[config.mk]
export PLATFORM = sky130hd
export DESIGN_NAME = spi_crc_link
export DESIGN_NICKNAME = d
export VERILOG_FILES = /design/src/rtl/spi_crc_link.sv
export SDC_FILE = /design/constraint.sdc
export NUM_CORES = 1
export LEC_CHECK = 0
export CAP_MARGIN = 10
export CORE_ASPECT_RATIO = 1.5
export CORE_MARGIN = 2
export CORE_UTILIZATION = 40
export DETAILED_ROUTE_END_ITERATION = 16
export SKIP_CTS_REPAIR_TIMING = 1
export SYNTH_ARGS = -nofsm -noshare
export SYNTH_HDL_FRONTEND = slang
export SYNTH_SLANG_ARGS = --single-unit
[constraint.sdc]
create_clock -name clk -period 1.73 [get_ports clk]
set_input_delay 0.346 -clock clk [delete_from_list [all_inputs] [get_ports clk]]
set_output_delay 0.346 -clock clk [all_outputs]
set_load 0.01 [all_outputs]
[src/rtl/spi_crc_link.sv]
// spi_crc_link: SPI mode-0 master and slave joined by internal sck/ss_n/mosi/miso.
// Each side sends {word, crc8(word)} MSB first in one full-duplex frame.
// Optional receive-side CRC compare and error flags: define SPI_CRC_CHECK_EN.
module spi_crc_link #(
   parameter int unsigned DATA_WIDTH = 8,
   parameter int unsigned SCK_HALF   = 4
) (
   input  logic                  clk,
   input  logic                  rst,
   input  logic [DATA_WIDTH-1:0] data_in_master,
   input  logic [DATA_WIDTH-1:0] data_in_slave,
   input  logic                  start,
   output logic                  finish,
   output logic [DATA_WIDTH-1:0] data_out_master,
   output logic [DATA_WIDTH-1:0] data_out_slave
`ifdef SPI_CRC_CHECK_EN
   ,
   output logic                  crc_err_master,
   output logic                  crc_err_slave
`endif
);

   localparam int unsigned N  = DATA_WIDTH + 8;
   localparam int unsigned PW = $clog2(2 * SCK_HALF);
   localparam int unsigned BW = $clog2(N);
   localparam logic [PW-1:0] PH_LAST  = PW'(2 * SCK_HALF - 1);
   localparam logic [PW-1:0] PH_RISE  = PW'(SCK_HALF);
   localparam logic [BW-1:0] BIT_LAST = BW'(N - 1);

   typedef enum logic [1:0] {S_IDLE, S_XFER, S_DONE} state_t;

   // CRC-8, poly 0x07, init 0, MSB first, no reflection, no final XOR
   function automatic logic [7:0] f_crc8(input logic [DATA_WIDTH-1:0] d);
      logic [7:0] c;
      c = '0;
      for (int unsigned i = 0; i < DATA_WIDTH; i++) begin
         if (c[7] ^ d[DATA_WIDTH-1-i]) c = {c[6:0], 1'b0} ^ 8'h07;
         else                          c = {c[6:0], 1'b0};
      end
      return c;
   endfunction

   // master state
   state_t            r_state, w_state_nxt;
   logic [PW-1:0]     r_ph, w_ph_nxt, w_ph_inc;
   logic [BW-1:0]     r_bit, w_bit_nxt;
   logic              r_sck, w_sck_nxt;
   logic              r_ss_n, w_ss_n_nxt;
   logic [N-1:0]      r_m_tx, w_m_tx_nxt;
   logic [N-1:0]      r_m_rx, w_m_rx_nxt;
   logic [DATA_WIDTH-1:0] r_dout_m, w_dout_m_nxt;
   logic              r_finish, w_finish_nxt;

   // slave state
   logic              r_ss_d;
   logic              r_sck_d;
   logic [N-1:0]      r_s_tx;
   logic [N-1:0]      r_s_rx;
   logic [DATA_WIDTH-1:0] r_dout_s;

   // link wires and slave event strobes
   logic              w_mosi, w_miso;
   logic              w_s_load, w_s_rise, w_s_fall, w_s_end;
   logic [DATA_WIDTH-1:0] w_m_rx_word, w_s_rx_word;

`ifdef SPI_CRC_CHECK_EN
   logic              r_err_m, w_err_m_nxt;
   logic              r_err_s;
   logic [7:0]        w_m_rx_crc, w_s_rx_crc;
   assign w_m_rx_crc = r_m_rx[7:0];
   assign w_s_rx_crc = r_s_rx[7:0];
`endif

   assign w_mosi      = r_m_tx[N-1];
   assign w_miso      = r_s_tx[N-1];
   assign w_m_rx_word = r_m_rx[N-1:8];
   assign w_s_rx_word = r_s_rx[N-1:8];
   assign w_ph_inc    = (r_ph == PH_LAST) ? '0 : r_ph + 1'b1;

   // Slave sees ss_n/sck one cycle late via r_ss_d/r_sck_d; its frame end uses the
   // master's next ss_n so both data_out registers update on the same edge.
   assign w_s_load = r_ss_d & ~r_ss_n;
   assign w_s_rise = ~r_ss_n &  r_sck & ~r_sck_d;
   assign w_s_fall = ~r_ss_n & ~r_sck &  r_sck_d;
   assign w_s_end  = ~r_ss_n & w_ss_n_nxt;

   // master next-state, sck generation, shifting and completion
   always_comb begin
      w_state_nxt  = r_state;
      w_ph_nxt     = r_ph;
      w_bit_nxt    = r_bit;
      w_sck_nxt    = r_sck;
      w_ss_n_nxt   = r_ss_n;
      w_m_tx_nxt   = r_m_tx;
      w_m_rx_nxt   = r_m_rx;
      w_dout_m_nxt = r_dout_m;
      w_finish_nxt = 1'b0;
`ifdef SPI_CRC_CHECK_EN
      w_err_m_nxt  = r_err_m;
`endif
      unique case (r_state)
         S_IDLE: begin
            if (start) begin
               w_m_tx_nxt  = {data_in_master, f_crc8(data_in_master)};
               w_ss_n_nxt  = 1'b0;
               w_ph_nxt    = '0;
               w_bit_nxt   = '0;
               w_state_nxt = S_XFER;
            end
         end
         S_XFER: begin
            w_ph_nxt = w_ph_inc;
            if (w_ph_inc == PH_RISE) begin
               w_sck_nxt  = 1'b1;
               w_m_rx_nxt = {r_m_rx[N-2:0], w_miso};
            end else if (r_ph == PH_LAST) begin
               w_sck_nxt  = 1'b0;
               w_m_tx_nxt = {r_m_tx[N-2:0], 1'b0};
               if (r_bit == BIT_LAST) w_state_nxt = S_DONE;
               else                   w_bit_nxt   = r_bit + 1'b1;
            end
         end
         S_DONE: begin
            w_ss_n_nxt   = 1'b1;
            w_finish_nxt = 1'b1;
            w_state_nxt  = S_IDLE;
`ifdef SPI_CRC_CHECK_EN
            if (w_m_rx_crc == f_crc8(w_m_rx_word)) begin
               w_dout_m_nxt = w_m_rx_word;
               w_err_m_nxt  = 1'b0;
            end else begin
               w_err_m_nxt  = 1'b1;
            end
`else
            w_dout_m_nxt = w_m_rx_word;
`endif
         end
         default: w_state_nxt = S_IDLE;
      endcase
   end

   // master register bank
   always_ff @(posedge clk) begin
      if (rst) begin
         r_state  <= S_IDLE;
         r_ph     <= '0;
         r_bit    <= '0;
         r_sck    <= 1'b0;
         r_ss_n   <= 1'b1;
         r_m_tx   <= '0;
         r_m_rx   <= '0;
         r_dout_m <= '0;
         r_finish <= 1'b0;
`ifdef SPI_CRC_CHECK_EN
         r_err_m  <= 1'b0;
`endif
      end else begin
         r_state  <= w_state_nxt;
         r_ph     <= w_ph_nxt;
         r_bit    <= w_bit_nxt;
         r_sck    <= w_sck_nxt;
         r_ss_n   <= w_ss_n_nxt;
         r_m_tx   <= w_m_tx_nxt;
         r_m_rx   <= w_m_rx_nxt;
         r_dout_m <= w_dout_m_nxt;
         r_finish <= w_finish_nxt;
`ifdef SPI_CRC_CHECK_EN
         r_err_m  <= w_err_m_nxt;
`endif
      end
   end

   // slave: load on ss_n fall, shift on sck fall, sample on sck rise, commit at frame end
   always_ff @(posedge clk) begin
      if (rst) begin
         r_ss_d   <= 1'b1;
         r_sck_d  <= 1'b0;
         r_s_tx   <= '0;
         r_s_rx   <= '0;
         r_dout_s <= '0;
`ifdef SPI_CRC_CHECK_EN
         r_err_s  <= 1'b0;
`endif
      end else begin
         r_ss_d  <= r_ss_n;
         r_sck_d <= r_sck;
         if (w_s_load)      r_s_tx <= {data_in_slave, f_crc8(data_in_slave)};
         else if (w_s_fall) r_s_tx <= {r_s_tx[N-2:0], 1'b0};
         if (w_s_rise)      r_s_rx <= {r_s_rx[N-2:0], w_mosi};
         if (w_s_end) begin
`ifdef SPI_CRC_CHECK_EN
            if (w_s_rx_crc == f_crc8(w_s_rx_word)) begin
               r_dout_s <= w_s_rx_word;
               r_err_s  <= 1'b0;
            end else begin
               r_err_s  <= 1'b1;
            end
`else
            r_dout_s <= w_s_rx_word;
`endif
         end
      end
   end

   assign finish          = r_finish;
   assign data_out_master = r_dout_m;
   assign data_out_slave  = r_dout_s;
`ifdef SPI_CRC_CHECK_EN
   assign crc_err_master  = r_err_m;
   assign crc_err_slave   = r_err_s;
`endif

endmodule

======== After elaboration in Yosys (flattened, before gate mapping) ========
Cells that the tools add are included.
storage, ports and cells
  bits in registers ....................... 94
  bits in latches ......................... 0
  memory bits (writable) .................. 0
  memory bits (read-only) ................. 0
  bits of input ports ..................... 19
  word-level logic and storage cells ...... 141
  memories ................................ 0
cells by class
  $add $sub $neg .......................... 2
  multipliers ............................. 0
  div/mod/pow operators ................... 0
  $lt $le $gt $ge ......................... 0
  equality and inequality tests ........... 10
  shifts and indexed selects .............. 0
  multiplexer cells ....................... 68
  bitwise operators ....................... 37
  reductions and logical operators ........ 10
operator list
  kind                 count
  $mux 8               28
  $mux 16              5
  $mux 3               18
  $not 3->3            14
  $pmux 16 s2          1
  $mux 4               4
  $xor 1x1->1          14
  $ne 2x2->1 const B   5
  $mux 2               4
  $pmux 4 s2           1
  $reduce_and 4->1     2
  $and 1x1->1          6
  $eq 3x3->1 const B   2
  $pmux 3 s2           1
  $reduce_and 2->1     3
  $reduce_bool 2->1    3
  $reduce_and 5->1     1
  $add 4x1->4 const B  1
  $eq 4x4->1 const B   1
  $mux 1               4
  $pmux 2 s2           1
  $add 3x1->3 const B  1
  $not 1->1            3
  $eq 2x1->1 const B   1
  other kinds (3)      3

======== Logic depth before layout (Yosys ltp) ========
Gate-level depths: netlist of run 1.
  depth after elaboration ................. 31
  mapped depth ............................ 8
  mapped depth without buffers ............ 6

======== Least setup slack after synthesis of run 1 ========
Ideal clock, no wire load.
  path type ............................... register -> register
  from .................................... register r_ph[0]
  to ...................................... register r_bit[3]
  library setup time ...................... 74 ps
  data arrival time ....................... 1663 ps
  required time ........................... 1656 ps
  path slack .............................. -7 ps
  cell stages (with the launch flop) ...... 8
  buffers on the path ..................... 1
  period minus slack after synthesis ...... 1737 ps
  cell sequence ........................... dfxtp_1 > ha_1 > ha_1 > buf_2 > nand2_2 > a211o_1 > or4_1 > a31oi_1
on the way
  cells in the longest elaborated chain, start to end .. 5
  elaborated cells between the ends (all ways) .. 7
ends and longest elaborated chain
  element                                    line     RTL
  from (decl)                                45       logic [PW-1:0] r_ph, w_ph_nxt, w_ph_inc;
  from (signal assigned)                     159      r_ph <= w_ph_nxt;
  $add 3x1->3 or $eq 3x3->1 (tied branches)  78, 116
  $mux 3                                     78       assign w_ph_inc = (r_ph == PH_LAST) ? '0 : r_ph + 1'b1;
  $eq 3x3->1                                 113      if (w_ph_inc == PH_RISE) begin
  $ne 2x2->1 (no source line)                n/a
  $reduce_and 5->1 (no source line) (*)      n/a
  to (signal assigned)                       160      r_bit <= w_bit_nxt;
  to (decl)                                  46       logic [BW-1:0] r_bit, w_bit_nxt;
Every way passes the cells marked *; elsewhere a longest branch is shown, timed or not.
A chain may end at the register's enable or synchronous reset.

======== Worst setup path in the final report of run 1 ========
  from .................................... register r_ph[1]
  to ...................................... register r_m_tx[9]
on the way
  cells in the longest elaborated chain, start to end .. 5
  elaborated cells between the ends (all ways) .. 7
ends and longest elaborated chain
  element                                    line     RTL
  $add 3x1->3 or $eq 3x3->1 (tied branches)  78, 116
  $mux 3                                     78
  $eq 3x3->1                                 113
  $ne 2x2->1 (no source line)                n/a
  $reduce_and 4->1 (no source line) (*)      n/a
  to (signal assigned)                       163      r_m_tx <= w_m_tx_nxt;
  to (decl)                                  49       logic [N-1:0] r_m_tx, w_m_tx_nxt;
Marks and branches as above.

==> metrics.md, run 1 <==
| Metric | Value |
|---|---|
| Outcome | complete, but fails checks |
| Failing checks | setup timing |
| Die area | 0.0107 sq mm |
| Peak Freq | 567 MHz |
| Post-synth top area share | 0.476 |
| Tcrit/Tclk final | 1.02 |
| Vias in the first global route | 3141 |
| Post-synth top cells | nand2_1, dfxtp_1, a21oi_1 |
| Ys async rst share | 0 |
| Vias per inst | 5.08 |
| Internal | 3890 uW |
| TritonCTS clock tree | done |
| ANT cells | 0 |
| Gate power share | 0.108 |
| Critical R2R Capture | r_m_tx[9]$_SDFFE_PP0P_ |
| Post-DP HPWL | 5.70 mm |
| Placer Congestion | 0.761 |
| RSZ-0062 raised after global routing | yes |
| Mean post-synth cell area | 8.06 sq um |
| P_leak | 0.00183 uW |
| Ys flop type | dfxtp_1 |
| Hold Vio Cnt, Final | 0 |
| Clock sink count | 94 |
| Crit. End Element | flip-flop |
| Die height | 126 um |
| Skew final | 0.00640 ns |
| Area grow syn2layout | 31.0% |
| Switch Pwr | 1110 uW |
| Number of fill cells | 889 |
| Max cap viols | 0 |
| Setup Crit Path Kind | reg2reg |
| Total global routing overflow | 0 |
| Rel. slew slack | 0.717 |
| Drt first pass iters | 4 |
| Yosys top cell by area | dfxtp_1 |
| Finished Layout Cells | 668 |
| Final worst slack | -0.0330 ns |
| GR Util All Layers | 0.159 |
| Hold Crit Class | in2reg |
| CP Data Arrival Time | 2.01 ns |
| ANT nets after route | 0 |
| EDFF count, synth | 0 |
| Flops & latches, synth | 94 |
| Worst IR Drop VDD | 0.000685 V |
| Slew Limit Fails | 0 |
| Pwr dens | 965 mW/mm^2 |
| Syn Nets | 515 |
| Hold Path Cell Cnt | 2 |
| Max Root-Sink Buffers | 2 |
| Root buf cell | clkbuf_16 |
| Worst-Margin Slew | 0.414 ns |
| FP Rows | 44 |
| Crit path required time | 1.98 ns |
| Sequential power share | 0.456 |
| Largest net degree at the start of global routing | 34 |
| Final min period | 1.76 ns |
| Wire length per cell | 12.8 um |
| Global-route wire length before repair | 14.0 mm |
| Total Routed Length | 8.57 mm |
| Worst-Skew Late Latency | 0.34 ns |
| Initial antenna violation count | 0 |
| Switching share of power | 0.223 |
| Yosys cell types | 44 |
| Via count | 3396 |
| Num CTS Buffers | 9 |
| Layout cells sized above 1 | 0.157 |
| IO Port Bufs | 35 |
| Final setup fails | 9 |
| Clock slew at reported path FFs | 0.07 ns |
| Synth area leaders | dfxtp_1, nand2_1, a21oi_1 |
| Synth Instances | 491 |
| Initial drt markers | 116 |
| Hold EP | r_m_tx[0]$_SDFFE_PP0P_ |
| Clk network pwr share | 0.436 |
| I/O pin total | 36 |
| Die Width | 85.2 um |
| Most common cell in the synthesized netlist | nand2_1 |
| Yosys warns | 0 |
| Cells after DPL | 648 |
| FF-to-FF setup slack | -0.03 ns |
| Starting Density | 0.411 |
| Final nets | 572 |
| R2R Path Start | r_ph[1]$_SDFFE_PP0P_ |
| Cell Area, Synth | 0.00396 sq mm |
| Fin Setup TNS | -0.145 ns |
| # DRC | 0 |
| Register area share after synthesis | 0.476 |
| Worst setup SP type | flip-flop |
| CP Max Fanout | 6 |
| Min-delay src | rst |
| R2R depth | 7 |
| Core ar. | 0.00963 sq mm |
| H-Tree Depth | 3 |
==> critical path, stage by stage (launching register included) <==
cell and delay, ns:
dfxtp_2 0.34, ha_4 0.18, ha_4 0.15, nand3b_1 0.25
a21oi_4 0.31, buf_12 0.18, nor2_2 0.04, a311oi_1 0.21
==> metal layers <==
layer  wire length, um  part of all wire  vias to the layer above  GRT usage
met4               170             0.020                        0     0.0682
met1              3690              0.43                     1557      0.188
li1                  -                 -                     1772          -
met5                 0                 0                        -          0
met2              4460              0.52                       55      0.278
met3               254             0.030                       12     0.0308
==> registers in the layout, indices dropped and copies added, names as in the netlist <==
signal / flops
finish: 1
data_out_slave: 8
r_s_rx: 16
r_s_tx: 16
r_sck_d: 1
r_ss_d: 1
r_ph: 3
r_m_tx: 16
r_sck: 1
r_ss_n: 1
r_state: 2
r_m_rx: 16
r_bit: 4
data_out_master: 8
==> per-stage QoR <==
stage	utilization	total power [uW]	setup slack [ns]	instance area (sq um)	hold slack (ns)
final	0.538	5000	-0.0330	5180	0.341
after global routing	0.538	5170	-0.112	5180	0.389
after CTS	0.517	4980	-0.0959	4980	0.348
after detailed placement	0.482	2810	-0.152	4650	0.446
after global placement	0.482	2800	-0.0850	4650	0.438
after floorplan	-	2610	0.0180	3960	0.432
==> cell usage in the layout, fill, tap and decap left out, drive strengths merged, types with 2 or more instances in the layout <==
master,count
a2111oi,2
ha,5
bufinv,2
mux2i,5
o21ai,12
o221ai,2
nand3,5
a22oi,2
and2,2
or2,2
a211oi,7
nand4b,2
a31oi,2
nor3,2
nand2b,6
buf,44
a21oi,62
a311oi,18
dfxtp,94
nor2,41
inv,7
clkbuf,15
xor2,2
nand2,137
nor2b,4
clkdlybuf4s50,34
xnor2,23
==> area by class of cell <==
type | instances | area (sq um) | share of cell area
Clock buffer | 13 | 270 | 0.0521
Clock inverter | 3 | 65.1 | 0.0126
Inverter | 7 | 26.3 | 0.00507
Multi-Input combinational cell | 356 | 2020 | 0.391
Sequential cell | 94 | 1890 | 0.364
Tap cell | 115 | 144 | 0.0278
Timing Repair Buffer | 80 | 768 | 0.148
==> power by group through the flow <==
stage | logic [uW] | clock network (uW) | registers (uW)
after floorplan | 304 | 0 | 2310
after detailed placement | 486 | 0 | 2320
after global routing | 593 | 2290 | 2290
after global placement | 480 | 0 | 2320
final | 538 | 2180 | 2280
after CTS | 489 | 2210 | 2270
==> cell families after synthesis <==
group                      Yosys count  synth area share
AOI/OAI and AO/OA                  115             0.181
xor gates and xnor gates            25            0.0572
adders and majority gates            5            0.0158
buffers and inverters               41            0.0433
DFF                                 94             0.476
muxes                                5            0.0127
and+or+nand+nor                    206             0.215
==> how the worst max path moves through the flow <==
| stage | from | end | slack [ns] |
|---|---|---|---|
| after floorplan | r_ph[0]$_SDFFE_PP0P_ | r_bit[3]$_SDFFE_PP0P_ | 0.02 |
| after global placement | data_in_master[2] | r_m_tx[2]$_SDFFE_PP0P_ | -0.09 |
| after detailed placement | data_in_master[2] | r_m_tx[2]$_SDFFE_PP0P_ | -0.15 |
| after CTS | r_ph[1]$_SDFFE_PP0P_ | r_bit[3]$_SDFFE_PP0P_ | -0.1 |
| after global routing | r_ph[1]$_SDFFE_PP0P_ | r_m_tx[9]$_SDFFE_PP0P_ | -0.11 |
| final | r_ph[1]$_SDFFE_PP0P_ | r_m_tx[9]$_SDFFE_PP0P_ | -0.03 |
(Power assumes the default switching activity.)
==> run 2, diff against run 1 <==
--- a/config.mk
+++ b/config.mk
@@ -5,7 +5,7 @@
 export SDC_FILE = /design/constraint.sdc
 export NUM_CORES = 1
 export LEC_CHECK = 0
-export CAP_MARGIN = 10
+export CAP_MARGIN = 30
 export CORE_ASPECT_RATIO = 1.5
 export CORE_MARGIN = 2
 export CORE_UTILIZATION = 40
==> results of run 2 <==
The final DEF is identical to that of run 1; final timing and power are the same.
==> run 3, diff against run 2 <==
==> constraint.sdc (replaced) <==
create_clock -name clk -period 1.73 [get_ports clk]
set_input_delay 0.346 -clock clk [delete_from_list [all_inputs] [get_ports clk]]
set_output_delay 0.346 -clock clk [all_outputs]
set_load 0.02 [all_outputs]
==> results of run 3 <==
The final DEF is identical to that of run 1; final timing and power are the same.
